**config.mk**
```make
export PLATFORM = sky130hd
export DESIGN_NAME = mem_copy_ctrl
export DESIGN_NICKNAME = d
export VERILOG_FILES = /design/src/rtl/mem_ctrl_pkg.sv /design/src/rtl/mem_copy_ctrl.sv
export SDC_FILE = /design/constraint.sdc
export NUM_CORES = 1
export LEC_CHECK = 0
export ABC_AREA = 0
export CELL_PAD_IN_SITES_DETAIL_PLACEMENT = 1
export CELL_PAD_IN_SITES_GLOBAL_PLACEMENT = 1
export CORE_ASPECT_RATIO = 1.4
export CORE_MARGIN = 2
export CORE_UTILIZATION = 23
export DETAILED_ROUTE_END_ITERATION = 6
export GPL_TIMING_DRIVEN = 0
export PLACE_DENSITY_LB_ADDON = 0.1
export SLEW_MARGIN = 20
export SYNTH_ARGS = -nofsm -noshare
export SYNTH_HDL_FRONTEND = slang
export SYNTH_SLANG_ARGS = --single-unit
```
**constraint.sdc**
```tcl
create_clock -name clk -period 1.9 [get_ports clk]
set_input_delay 0.285 -clock clk [delete_from_list [all_inputs] [get_ports clk]]
set_output_delay 0.285 -clock clk [all_outputs]
set_load 0.1 [all_outputs]
```
**src/rtl/mem_ctrl_pkg.sv**
```systemverilog
// Shared defaults and state encoding for the data-memory copy controller.
package mem_ctrl_pkg;
    localparam int ADDR_W_DEF = 8;
    localparam int DATA_W_DEF = 8;

    typedef enum logic [1:0] {
        IDLE,
        RD,
        WR,
        FIN
    } copy_state_t;
endpackage

```
**src/rtl/mem_copy_ctrl.sv**
```systemverilog
// Arbitrates the single-port data memory between CPU load/store traffic and a
// byte-serial block-copy engine; the CPU is stalled while a copy runs.
module mem_copy_ctrl
    import mem_ctrl_pkg::*;
#(
    parameter int ADDR_W = ADDR_W_DEF,
    parameter int DATA_W = DATA_W_DEF
) (
    input  logic              clk,
    input  logic              reset,
    input  logic              start,
    input  logic [ADDR_W-1:0] srcAddr,
    input  logic [ADDR_W-1:0] dstAddr,
    input  logic [ADDR_W-1:0] len,
    output logic              busy,
    output logic              done,
    input  logic              cpuReq,
    input  logic [ADDR_W-1:0] cpuAddr,
    input  logic [DATA_W-1:0] cpuDataIn,
    input  logic              cpuWriteEnable,
    output logic              cpuStall,
    output logic [DATA_W-1:0] cpuDataOut,
    output logic [ADDR_W-1:0] memAddr,
    output logic [DATA_W-1:0] memDataIn,
    output logic              memWriteEnable,
    input  logic [DATA_W-1:0] memDataOut
);

    copy_state_t       state_q, state_d;
    logic [ADDR_W-1:0] src_q, src_d;
    logic [ADDR_W-1:0] dst_q, dst_d;
    logic [ADDR_W-1:0] rem_q, rem_d;
    logic [DATA_W-1:0] byte_q, byte_d;

    always_ff @(posedge clk) begin
        if (reset) begin
            state_q <= IDLE;
            src_q   <= '0;
            dst_q   <= '0;
            rem_q   <= '0;
            byte_q  <= '0;
        end else begin
            state_q <= state_d;
            src_q   <= src_d;
            dst_q   <= dst_d;
            rem_q   <= rem_d;
            byte_q  <= byte_d;
        end
    end

    always_comb begin
        state_d        = state_q;
        src_d          = src_q;
        dst_d          = dst_q;
        rem_d          = rem_q;
        byte_d         = byte_q;
        memAddr        = cpuAddr;
        memDataIn      = cpuDataIn;
        memWriteEnable = 1'b0;
        busy           = 1'b1;
        done           = 1'b0;

        case (state_q)
            IDLE: begin
                busy           = 1'b0;
                memWriteEnable = cpuReq & cpuWriteEnable;
                // A CPU access coinciding with start is serviced this cycle.
                if (start) begin
                    src_d   = srcAddr;
                    dst_d   = dstAddr;
                    rem_d   = len;
                    state_d = (len == '0) ? FIN : RD;
                end
            end
            RD: begin
                memAddr   = src_q;
                memDataIn = byte_q;
                byte_d    = memDataOut;
                state_d   = WR;
            end
            WR: begin
                memAddr        = dst_q;
                memDataIn      = byte_q;
                memWriteEnable = 1'b1;
                src_d          = src_q + ADDR_W'(1);
                dst_d          = dst_q + ADDR_W'(1);
                rem_d          = rem_q - ADDR_W'(1);
                state_d        = (rem_q == ADDR_W'(1)) ? FIN : RD;
            end
            FIN: begin
                memAddr   = dst_q;
                memDataIn = byte_q;
                done      = 1'b1;
                state_d   = IDLE;
            end
            default: state_d = IDLE;
        endcase
    end

    assign cpuStall   = cpuReq & (state_q != IDLE);
    assign cpuDataOut = memDataOut;

endmodule
```
Yosys cells after proc, flatten, opt, wreduce, memory -nomap -nowiden
Index checks and enable logic that the tools add are counted. Widths: inputs -> output; s select.

Register bits after elaboration: 34. Latch bits: 0. Bits in writable memories: 0. ROM bits: 0. Bits of input ports: 53. Output and inout port bits: 28. Memories kept: 0.

Add/subtract/negate cells: 3. Multipliers: 0. Divide/modulo/power cells: 0. Magnitude comparators: 0. Equality and inequality tests: 5. Shift-type cells: 0. Mux-type cells: 15. Bitwise gates (word level): 2. Reductions and logical operators: 7.

Operators with widths (number): $pmux 8 s2 (4); $mux 8 (4); $add 8x1->8 const B (2); $eq 8x1->1 const B (1); $logic_not 8->1 (1); $pmux 2 s4 (1); $sub 8x1->8 const B (1); $mux 2 (3); $eq 2x2->1 const B (2); $reduce_bool 2->1 (2); $reduce_or 3->1 (1); $and 1x1->1 (2); $eq 2x1->1 const B (1); $logic_not 2->1 (1); $mux 1 (2); $ne 2x2->1 const B (1); $pmux 1 s2 (1); $reduce_and 2->1 (1); $reduce_or 2->1 (1).

Logic depth before layout (Yosys ltp)
Gate-level depths: netlist of the first run.

Word-level depth: 4. Depth in mapped cells: 7. Gate-level depth less buffers: 5.

Worst setup path before layout of the first run
Ideal clock, no wire load.

Kind: reg-to-output. Start: register state_q[1]. End: output memAddr[3]. Arrival time: 3.052 ns. Required time: 1.615 ns. Setup slack: -1.437 ns. Cell stages (with the launch flop): 5. Buffers on the path: 3. Cells stage by stage: dfxtp_1 > clkbuf_1 > clkbuf_1 > clkbuf_1 > o21ai_0.

Word-level cells in the longest chain between the ends: 3. Elaborated cells on any way between the ends: 5.

RTL lines: start, declared (line mem_copy_ctrl.sv:29) `copy_state_t state_q, state_d;`; start signal, assigned (line mem_copy_ctrl.sv:43) `state_q <= state_d;`; $eq 2x2->1 (line mem_copy_ctrl.sv:63) `case (state_q)`; $reduce_or 2->1 (no source line); $pmux 8 s2 (*) (line mem_copy_ctrl.sv:63); end, declared (line mem_copy_ctrl.sv:23) `output logic [ADDR_W-1:0] memAddr,`.

Every way passes the cells marked *; elsewhere a longest branch is shown, timed or not.

Final worst setup path of the first run
Start: register state_q[0]. End: output memDataIn[4].

Word-level cells in the longest chain between the ends: 3. Elaborated cells on any way between the ends: 5.

RTL lines: $eq 2x2->1 or $eq 2x1->1 (tied branches) (line mem_copy_ctrl.sv:63); $reduce_or 3->1 (no source line) (*); $mux 8 (*) (line mem_copy_ctrl.sv:63); end, declared (line mem_copy_ctrl.sv:24) `output logic [DATA_W-1:0] memDataIn,`.

Marked as above.

==> qor.txt, run 1 <==
drt total wl - 7.31 mm
final total power - 2.92 mW
Tcrit/Tclk final - 96.5%
DRT Pass-1 Iters - 4
setup violators final - 0
clock slew at reported path FFs - 0.05 ns
Min Clock Period, post-route - 1.83 ns
dpl hpwl - 5.51 mm
die width - 83.0 um
Flop pwr share - 29.0%
GRT Max-Usage Layer - met2
total global-route track usage - 15.9%
pin count of the biggest net entering global routing - 11
layout cells sized above 1 - 25.4%
peak supply drop - 0.349 mV
element type at the critical path start - register
Final Max Slew Viols - 0
DP Area - 3000 um2
Layout Utilization - 38.8%
Cell variety after synth - 44
Final Net Count - 387
initial antenna violation count - 0
H-tree levels - 2
number of diodes - 0
Ports - 81
ys async rst share - 0%
GR Layer Usage met1 - 18.7%
most common cell after layout, fill and taps aside - clkdlybuf4s50_1
number of synthesized flops with an enable pin - 0
number of global-route vias before repair - 2298
CTS tree - yes
Core ar. - 8560 um2
fmax - 545 MHz
Yosys warning total - 0
relative slew slack - 58.1%
Yosys reg bits - 34
worst skew pair latency - 0.28 ns
total gr overflow - 0
cells after synthesis - 240
Post-Synthesis Cell Area - 2010 um2
via count - 2172
Die Height - 115 um
Pwr Density - 882 nW/um2
antenna viol nets, final - 0
cell internal pwr - 1.76 mW
MaxCap Viol Count - 0
status - complete, no violations
critical path required time - 1.62 ns
clock root buffer - clkbuf_16
register area share after synthesis - 33.8%
Fin. Hold Viols - 0
Hold Path Depth - 2
DRC - 0
PortBufs - 79
GRT met3 Usage - 3.17%
row count - 40
Placer Congestion - 0.784
clock network fraction of total power - 28.3%
clock skew - 0.00245 ns
peak fanout along the critical path - 5
RSZ-0062 raised after global routing - no
initial core utilization - 23.5%
Comb pwr share - 42.7%
CTS Buf Count - 5
area growth from synthesis to layout - 64.9%
Most used DFF post-synth - dfxtp_1
P_sw - 1.16 mW
arrival time worst endpoint - 1.55 ns
Vias/cell - 4.98
fin area - 3320 um2
Mean Syn Cell Area - 8.38 um2
worst-case clock buffer depth - 2
met2 global-route usage - 29.4%
cells on worst reg2reg path - 6
drt wl/cell - 16.8 um
Hold WC Path Type - input port to register
Worst setup EP type - primary output
first-pass GRT wire length - 12.0 mm
Mapped Nets - 297
CP Class - register to primary output
Switching Fraction - 39.7%
Slew @ Worst Pin - 0.626 ns
starting DRC count in detailed routing - 42
commonest cells after routing, fill and taps aside - 50 x clkdlybuf4s50_1, 33 x dfxtp_1, 30 x nor2_1, 17 x mux2i_1, 14 x buf_4
P_leak - 1.33 nW
# fillers - 1003
Total Die Area - 9520 um2
Clock Sinks - 34
cts hold-fix bufs - 0
[what timing repair did]
item,4_1_cts,5_1_grt
endpoints found under the setup margin,38,20
setup buffers,3,1
pin swaps,1,0
gates cloned,1,0
resized for setup,182,9
hold endpoints to repair,0,0
[layer usage]
layer	share of wire (%)	vias to the layer above	wire length, um
met5	0	-	0
met4	1.2	0	85
met3	5.2	6	378
met2	51	65	3750
met1	42	1041	3090
li1	-	1060	-
[layout make-up]
cell class              count  area, um2  area share [%]
multi-input cells         178       1250            37.6
repair buffers             84        910            27.4
flip-flops and latches     34        684            20.6
plain buffers              24        185            5.58
clock buffers               7        143            4.30
well taps                 105        131            3.96
inverters                   3       11.3           0.339
clock inverters             1       5.00           0.151
[power by group through the flow]
stage	Clock, mW	Sequential, mW	Combinational [mW]
floorplan	0	0.840	0.830
global route	0.885	0.861	1.33
detailed placement	0	0.863	1.16
finish	0.826	0.849	1.25
CTS	0.859	0.850	1.25
global placement	0	0.863	1.14
[critical path: stages (launching register included)]
cell and delay (ns):
dfxtp_1 0.32, buf_6 0.13, nor2_4 0.14, buf_6 0.15, mux2_2 0.36, buf_12 0.17
[sequential cells by signal, summed over array words and instances, names as in the netlist]
register and cells:
state_q 2, dst_q 8, rem_q 8, src_q 8, byte_q 8
[cell usage after synthesis, types with 3 or more instances]
cell type  count  area share [%]
buf_4          8             3.0
nand2_1       13             2.4
ha_1           4             2.5
nor4_1         4             1.2
buf_2          5             1.2
nand2b_1       5             1.6
mux2i_1       18             9.0
nor3_1         6             1.5
dfxtp_1       34              34
a31oi_1        4             1.2
and2_1         5             1.6
or3_1          4             1.2
a221oi_1       5             2.2
and3_1         4             1.2
nand3_1        7             1.7
a2bb2oi_1      4             1.7
inv_1          3            0.56
o21ai_0        9             2.2
nor2_1        32             6.0
clkbuf_1       9             1.7
nand4_1        4             1.2
a211oi_1       6             2.2
mux2_2         8             4.5
a21oi_1       11             2.7
[metrics by stage]
step,cells,TNS (ns),hold slack (ns),setup WS [ns]
3_3_place_gp,424,-24.34,0.467,-1.01
4_1_cts,436,0,0.396,0.00111
2_1_floorplan,240,-0.191,0.429,-0.0916
3_5_place_dp,424,-25.15,0.471,-1.00
6_report,436,0,0.382,0.0667
5_1_grt,436,0,0.443,0.00274
[final timing paths]
path,end,from,slack [ns]
max,memDataIn[4],state_q[0],0.07
min,dst_q[3],reset,0.38
max reg2reg,rem_q[7],state_q[0],0.13
min reg2reg,rem_q[7],rem_q[7],0.48
[kinds of logic (layout without fill, tap and decap cells)]
family	Yosys count	in the layout	share of synthesized area, %
multiplexers	26	26	13.4
flip-flops	34	34	33.8
buffers and inverters	28	119	7.40
AND/OR/NAND/NOR	94	94	24.1
adder cells (fa/ha/maj)	4	4	2.49
AO/OA/AOI/OAI	54	54	18.7
(Power assumes the default switching activity.)
==> run 2: changes to the inputs <==
==> constraint.sdc (replaced) <==
create_clock -name clk -period 1.9 [get_ports clk]
set_input_delay 0.38 -clock clk [delete_from_list [all_inputs] [get_ports clk]]
set_output_delay 0.38 -clock clk [all_outputs]
set_load 0.1 [all_outputs]
==> qor.txt, run 2 (synthesis results as in run 1) <==
RSZ-0062 raised after global routing - yes (was no)
CTS Buf Count - 5 (unchanged)
arrival time worst endpoint - 1.55 ns (about the same)
cell seen most often among critical-path stages - buf_6 (unchanged)
status - complete, but fails checks (was complete, no violations)
total gr overflow - 0 (unchanged)
commonest cells after routing, fill and taps aside - 50 x clkdlybuf4s50_1, 32 x dfxtp_1, 30 x nor2_1, 27 x buf_4, 14 x buf_12 (was 50 x clkdlybuf4s50_1, 33 x dfxtp_1, 30 x nor2_1, 17 x mux2i_1, 14 x buf_4)
number of diodes - 0 (unchanged)
clock skew - 0.00445 ns (was 0.00245 ns)
initial antenna violation count - 0 (unchanged)
via count - 2259 (was 2172)
element type at the critical path start - register (unchanged)
layout cells sized above 1 - 33.1% (was 25.4%)
MaxCap Viol Count - 0 (unchanged)
clock slew at reported path FFs - 0.05 ns (about the same)
Final Max Slew Viols - 0 (unchanged)
final total power - 3.24 mW (was 2.92 mW)
total global-route track usage - 16.5% (was 15.9%)
Tcrit/Tclk final - 102% (was 96.5%)
Placer Congestion - 0.738 (was 0.784)
fmax - 518 MHz (was 545 MHz)
CTS tree - yes (unchanged)
initial core utilization - 23.5% (unchanged)
Slew @ Worst Pin - 0.618 ns (was 0.626 ns)
Min Clock Period, post-route - 1.93 ns (was 1.83 ns)
minimum hold slack - 0.481 ns (was 0.382 ns)
peak fanout along the critical path - 6 (was 5)
DRC - 0 (unchanged)
H-tree levels - 2 (unchanged)
internal reg-to-reg setup slack - 0.09 ns (was 0.13 ns)
cts hold-fix bufs - 0 (unchanged)
crit-path cells - buf_12 -> nor2_4 -> buf_6 -> mux2_2 -> buf_6 (was buf_6 -> nor2_4 -> buf_6 -> mux2_2 -> buf_12)
Fin. Hold Viols - 0 (unchanged)
antenna viol nets, final - 0 (unchanged)
critical path required time - 1.52 ns (was 1.62 ns)
Layout Utilization - 43.8% (was 38.8%)
pin count of the biggest net entering global routing - 11 (unchanged)
first-pass GRT wire length - 12.4 mm (was 12.0 mm)
pre-CTS WS - -1.11 ns (was -1.00 ns)
Total Die Area - 9520 um2 (unchanged)
Core ar. - 8560 um2 (unchanged)
drt wl/cell - 17.5 um (was 16.8 um)
P_leak - 1.52 nW (was 1.33 nW)
setup violators final - 7 (was 0)
worst-case clock buffer depth - 2 (unchanged)
Ports - 81 (unchanged)
worst skew pair latency - 0.28 ns (about the same)
Hold WC Path Type - register to register (was input port to register)
relative slew slack - 58.8% (was 58.1%)
Clock Sinks - 34 (unchanged)
drt total wl - 7.92 mm (was 7.31 mm)
placed insts - 424 (unchanged)
final setup margin - -0.0292 ns (was 0.0667 ns)
Crit-path slowest cell - dfxtp_4 (was mux2_2)
violated checks - negative setup slack
clock root buffer - clkbuf_16 (unchanged)
# fillers - 962 (was 1003)
area growth from synthesis to layout - 86.3% (was 64.9%)
Worst setup EP type - primary output (unchanged)
CP max stage delay - 0.35 ns (was 0.36 ns)
CP Class - register to primary output (unchanged)
Vias/cell - 5.00 (was 4.98)
most common cell after layout, fill and taps aside - clkdlybuf4s50_1 (unchanged)
number of global-route vias before repair - 2418 (was 2298)
peak supply drop - 0.415 mV (was 0.349 mV)
die width - 83.0 um (unchanged)
PortBufs - 79 (unchanged)
starting DRC count in detailed routing - 67 (was 42)
row count - 40 (unchanged)
dpl hpwl - 5.71 mm (was 5.51 mm)
Final Net Count - 403 (was 387)
DRT Pass-1 Iters - 4 (unchanged)
final non-filler cell total - 452 (was 436)
Die Height - 115 um (unchanged)
Pwr Density - 863 nW/um2 (was 882 nW/um2)
-- run 2: changes by cell type in the layout (fill, tap and decap cells not counted), moves of 6 or more --
cell             before  now
buf_4                14   27
clkdlybuf4s15_2       9    0
buf_12                6   14
mux2i_4               0    6
o21ai_2               7    1
o21ai_4               1    7
-- run 2: timing repair --
| item | in CTS | in global routing |
|---|---|---|
| buffers inserted | 7 | 10 |
| pin swaps | 0 | 4 |
| gates cloned | 0 | 4 |
| setup endpoints to repair | 43 | 34 |
| resized for setup | 202 | 52 |
-- run 2: power breakdown --
group          switching [mW]  internal [mW]  total [mW]  leakage [nW]
logic                   0.848          0.610        1.46          1.15
registers              0.0789          0.780       0.859         0.281
clock network           0.324          0.594       0.919        0.0832
-- run 2: layout make-up --
type                    count  area (um2)  area share (%)
multi-input cells         178        1420            37.9
plain buffers              25         245            6.54
repair buffers             99        1080            28.9
clock buffers               8         166            4.44
well taps                 105         131            3.51
inverters                   3        11.3           0.301
flip-flops and latches     34         688            18.4
-- run 2: worst paths after layout --
path / from / to / cells past startpoint
hold / removal: rem_q[7] / rem_q[7] / 1
hold reg to reg: rem_q[7] / rem_q[7] / 1
setup reg to reg: state_q[0] / dst_q[0] / 8
setup / recovery: state_q[0] / memDataIn[6] / 5
-- run 2: critical path: cells and delay by family, from the launching register on --
family | cells | cell delay [ns]
buffers and inverters | 3 | 0.46
AND/OR/NAND/NOR | 1 | 0.13
multiplexers | 1 | 0.33
flip-flops | 1 | 0.35
-- run 2: per-layer routing --
metal  share of wire [%]  vias to the layer above  GRT usage, %
met5                   0                        -             0
met4                 2.1                        0          5.68
met3                 5.5                       12          3.89
met2                  53                       70          31.0
met1                  39                     1085          18.0
li1                    -                     1092             -
-- run 2: through the flow --
step,instance area [um2],setup TNS [ns]
floorplan,2120,-0.203
global placement,3040,-30.30
detailed placement,3040,-30.87
CTS,3480,-0.892
global route,3750,-0.598
finish,3750,-0.166
==> run 3: changes to the inputs <==
--- a/config.mk
+++ b/config.mk
@@ -6,14 +6,11 @@
 export NUM_CORES = 1
 export LEC_CHECK = 0
 export ABC_AREA = 0
-export CELL_PAD_IN_SITES_DETAIL_PLACEMENT = 1
-export CELL_PAD_IN_SITES_GLOBAL_PLACEMENT = 1
 export CORE_ASPECT_RATIO = 1.4
 export CORE_MARGIN = 2
 export CORE_UTILIZATION = 23
 export DETAILED_ROUTE_END_ITERATION = 6
 export GPL_TIMING_DRIVEN = 0
-export PLACE_DENSITY_LB_ADDON = 0.1
 export SLEW_MARGIN = 20
 export SYNTH_ARGS = -nofsm -noshare
 export SYNTH_HDL_FRONTEND = slang
==> qor.txt, run 3 (synthesis results as in run 1) <==
pin count of the biggest net entering global routing - 12 (was 11)
DRT Pass-1 Iters - 5 (was 4)
Clock Sinks - 34 (unchanged)
H-tree levels - 2 (unchanged)
initial antenna violation count - 0 (unchanged)
dpl hpwl - 5.07 mm (was 5.71 mm)
Hold WC Path Type - register to register (unchanged)
Fin. Hold Viols - 0 (unchanged)
Placer Congestion - 0.793 (was 0.738)
Ports - 81 (unchanged)
crit-path cells - buf_12 -> nor2_4 -> clkbuf_16 -> mux2_4 -> buf_12 (was buf_12 -> nor2_4 -> buf_6 -> mux2_2 -> buf_6)
pre-CTS WS - -1.09 ns (was -1.11 ns)
fin area - 3670 um2 (was 3750 um2)
setup violators final - 7 (unchanged)
MaxCap Viol Count - 0 (unchanged)
cells on worst reg2reg path - 6 (was 8)
total gr overflow - 0 (unchanged)
Switching Fraction - 39.4% (was 38.7%)
placed insts - 424 (unchanged)
cell internal pwr - 1.90 mW (was 1.98 mW)
CTS tree - yes (unchanged)
RSZ-0062 raised after global routing - yes (unchanged)
clock skew - 0.00508 ns (was 0.00445 ns)
die width - 83.0 um (unchanged)
total global-route track usage - 14.7% (was 16.5%)
arrival time worst endpoint - 1.59 ns (was 1.55 ns)
Tcrit/Tclk final - 103% (was 102%)
PortBufs - 79 (unchanged)
worst-case clock buffer depth - 2 (unchanged)
clock root buffer - clkbuf_16 (unchanged)
worst skew pair latency - 0.28 ns (about the same)
Min Clock Period, post-route - 1.97 ns (was 1.93 ns)
Final Max Slew Viols - 0 (unchanged)
setup TNS - -0.400 ns (was -0.166 ns)
P_sw - 1.23 mW (was 1.25 mW)
drt wl/cell - 16.0 um (was 17.5 um)
starting DRC count in detailed routing - 150 (was 67)
most common cell after layout, fill and taps aside - clkdlybuf4s50_1 (unchanged)
relative slew slack - 57.4% (was 58.8%)
drt total wl - 7.09 mm (was 7.92 mm)
element type at the critical path start - register (unchanged)
Crit-path slowest cell - dfxtp_2 (was dfxtp_4)
DRC - 0 (unchanged)
commonest cells after routing, fill and taps aside - 50 x clkdlybuf4s50_1, 32 x dfxtp_1, 30 x nor2_1, 19 x buf_4, 17 x buf_12 (was 50 x clkdlybuf4s50_1, 32 x dfxtp_1, 30 x nor2_1, 27 x buf_4, 14 x buf_12)
Final Net Count - 394 (was 403)
Hold Startpoint - rem_q[7] (unchanged)
final setup margin - -0.0652 ns (was -0.0292 ns)
# fillers - 836 (was 962)
Slew @ Worst Pin - 0.639 ns (was 0.618 ns)
Core ar. - 8560 um2 (unchanged)
Vias/cell - 5.00 (about the same)
Die Height - 115 um (unchanged)
Pwr Density - 853 nW/um2 (was 863 nW/um2)
DP Area - 3040 um2 (unchanged)
clock slew at reported path FFs - 0.06 ns (was 0.05 ns)
status - complete, but fails checks (unchanged)
RR Endpoint - rem_q[7] (was dst_q[0])
cell seen most often among critical-path stages - buf_12 (was buf_6)
worst hold endpoint - rem_q[7] (unchanged)
Total Die Area - 9520 um2 (unchanged)
Top delay family on crit path - buffers and inverters (unchanged)
area growth from synthesis to layout - 82.6% (was 86.3%)
via count - 2213 (was 2259)
CP Class - register to primary output (unchanged)
first-pass GRT wire length - 11.3 mm (was 12.4 mm)
antenna viol nets, final - 0 (unchanged)
peak fanout along the critical path - 7 (was 6)
peak supply drop - 0.470 mV (was 0.415 mV)
violated checks - negative setup slack (unchanged)
Worst Path Buf+Inv - 3 (unchanged)
CTS Buf Count - 5 (unchanged)
Comb pwr share - 45.6% (was 45.1%)
final total power - 3.13 mW (was 3.24 mW)
internal reg-to-reg setup slack - 0.13 ns (was 0.09 ns)
initial core utilization - 23.5% (unchanged)
fmax - 509 MHz (was 518 MHz)
FF-to-FF Start - state_q[0] (unchanged)
cts hold-fix bufs - 0 (unchanged)
Worst setup EP type - primary output (unchanged)
CP max stage delay - 0.34 ns (was 0.35 ns)
minimum hold slack - 0.474 ns (was 0.481 ns)
Layout Utilization - 42.9% (was 43.8%)
clock network fraction of total power - 26.9% (was 28.4%)
Hold Path Depth - 1 (unchanged)
final non-filler cell total - 443 (was 452)
Flop pwr share - 27.4% (was 26.5%)
number of global-route vias before repair - 2324 (was 2418)
layout cells sized above 1 - 31.1% (was 33.1%)
critical path required time - 1.52 ns (about the same)
number of diodes - 0 (unchanged)
P_leak - 1.47 nW (was 1.52 nW)
row count - 40 (unchanged)
run 3: changes by cell type in the layout (fill, tap and decap cells not counted), moves of 3 or more:
cell / change
buf_12: +3
buf_4: -8
clkdlybuf4s18_2: +3
buf_6: -4
run 3: cell type report:
class                   instances  area, um2  share of cell area, %
repair buffers                 90       1040                   28.4
clock buffers                   6        139                   3.78
plain buffers                  25        235                   6.40
flip-flops and latches         34        686                   18.7
multi-input cells             178       1420                   38.5
well taps                     105        131                   3.58
inverters                       3       11.3                  0.306
clock inverters                 2       12.5                  0.340
run 3: layer usage:
| layer | track usage [%] | wire length, um | up-vias |
|---|---|---|---|
| met4 | 5.03 | 93 | 0 |
| met2 | 27.3 | 3790 | 79 |
| met5 | 0 | 0 | - |
| met3 | 3.82 | 458 | 7 |
| met1 | 16.1 | 2750 | 1052 |
| li1 | - | - | 1075 |
run 3: worst max path at each step:
stage | cells after the start | startpoint | endpoint | slack (ns)
CTS | 5 | state_q[0] | memDataIn[4] | -0.09
detailed placement | 5 | state_q[0] | memDataIn[2] | -1.09
finish | 5 | state_q[0] | memDataIn[6] | -0.07
global route | 5 | state_q[0] | memDataIn[3] | -0.09
floorplan | 4 | state_q[0] | memDataIn[0] | -0.02
global placement | 5 | state_q[0] | memDataIn[2] | -1.06
run 3: timing repair:
action                                  4_1_cts  5_1_grt
resized for setup                           194       59
endpoints found under the setup margin       38       24
pin swaps                                     0        1
gates cloned                                  0        1
buffers inserted                              5        5
endpoints found under the hold margin         0        0
run 3: worst register-to-register path: stages (launching register included):
cell      delay (ns)
dfxtp_2         0.34
buf_12          0.14
buf_4           0.14
or4b_4          0.57
nor4_2          0.21
nor3_1          0.08
a211oi_1        0.21
run 3: power by group through the flow:
| stage | clock network, mW | registers (mW) | logic [mW] |
|---|---|---|---|
| 2_1_floorplan | 0 | 0.840 | 0.850 |
| 3_3_place_gp | 0 | 0.859 | 1.15 |
| 3_5_place_dp | 0 | 0.862 | 1.16 |
| 4_1_cts | 0.860 | 0.853 | 1.28 |
| 5_1_grt | 0.889 | 0.872 | 1.50 |
| 6_report | 0.844 | 0.860 | 1.43 |
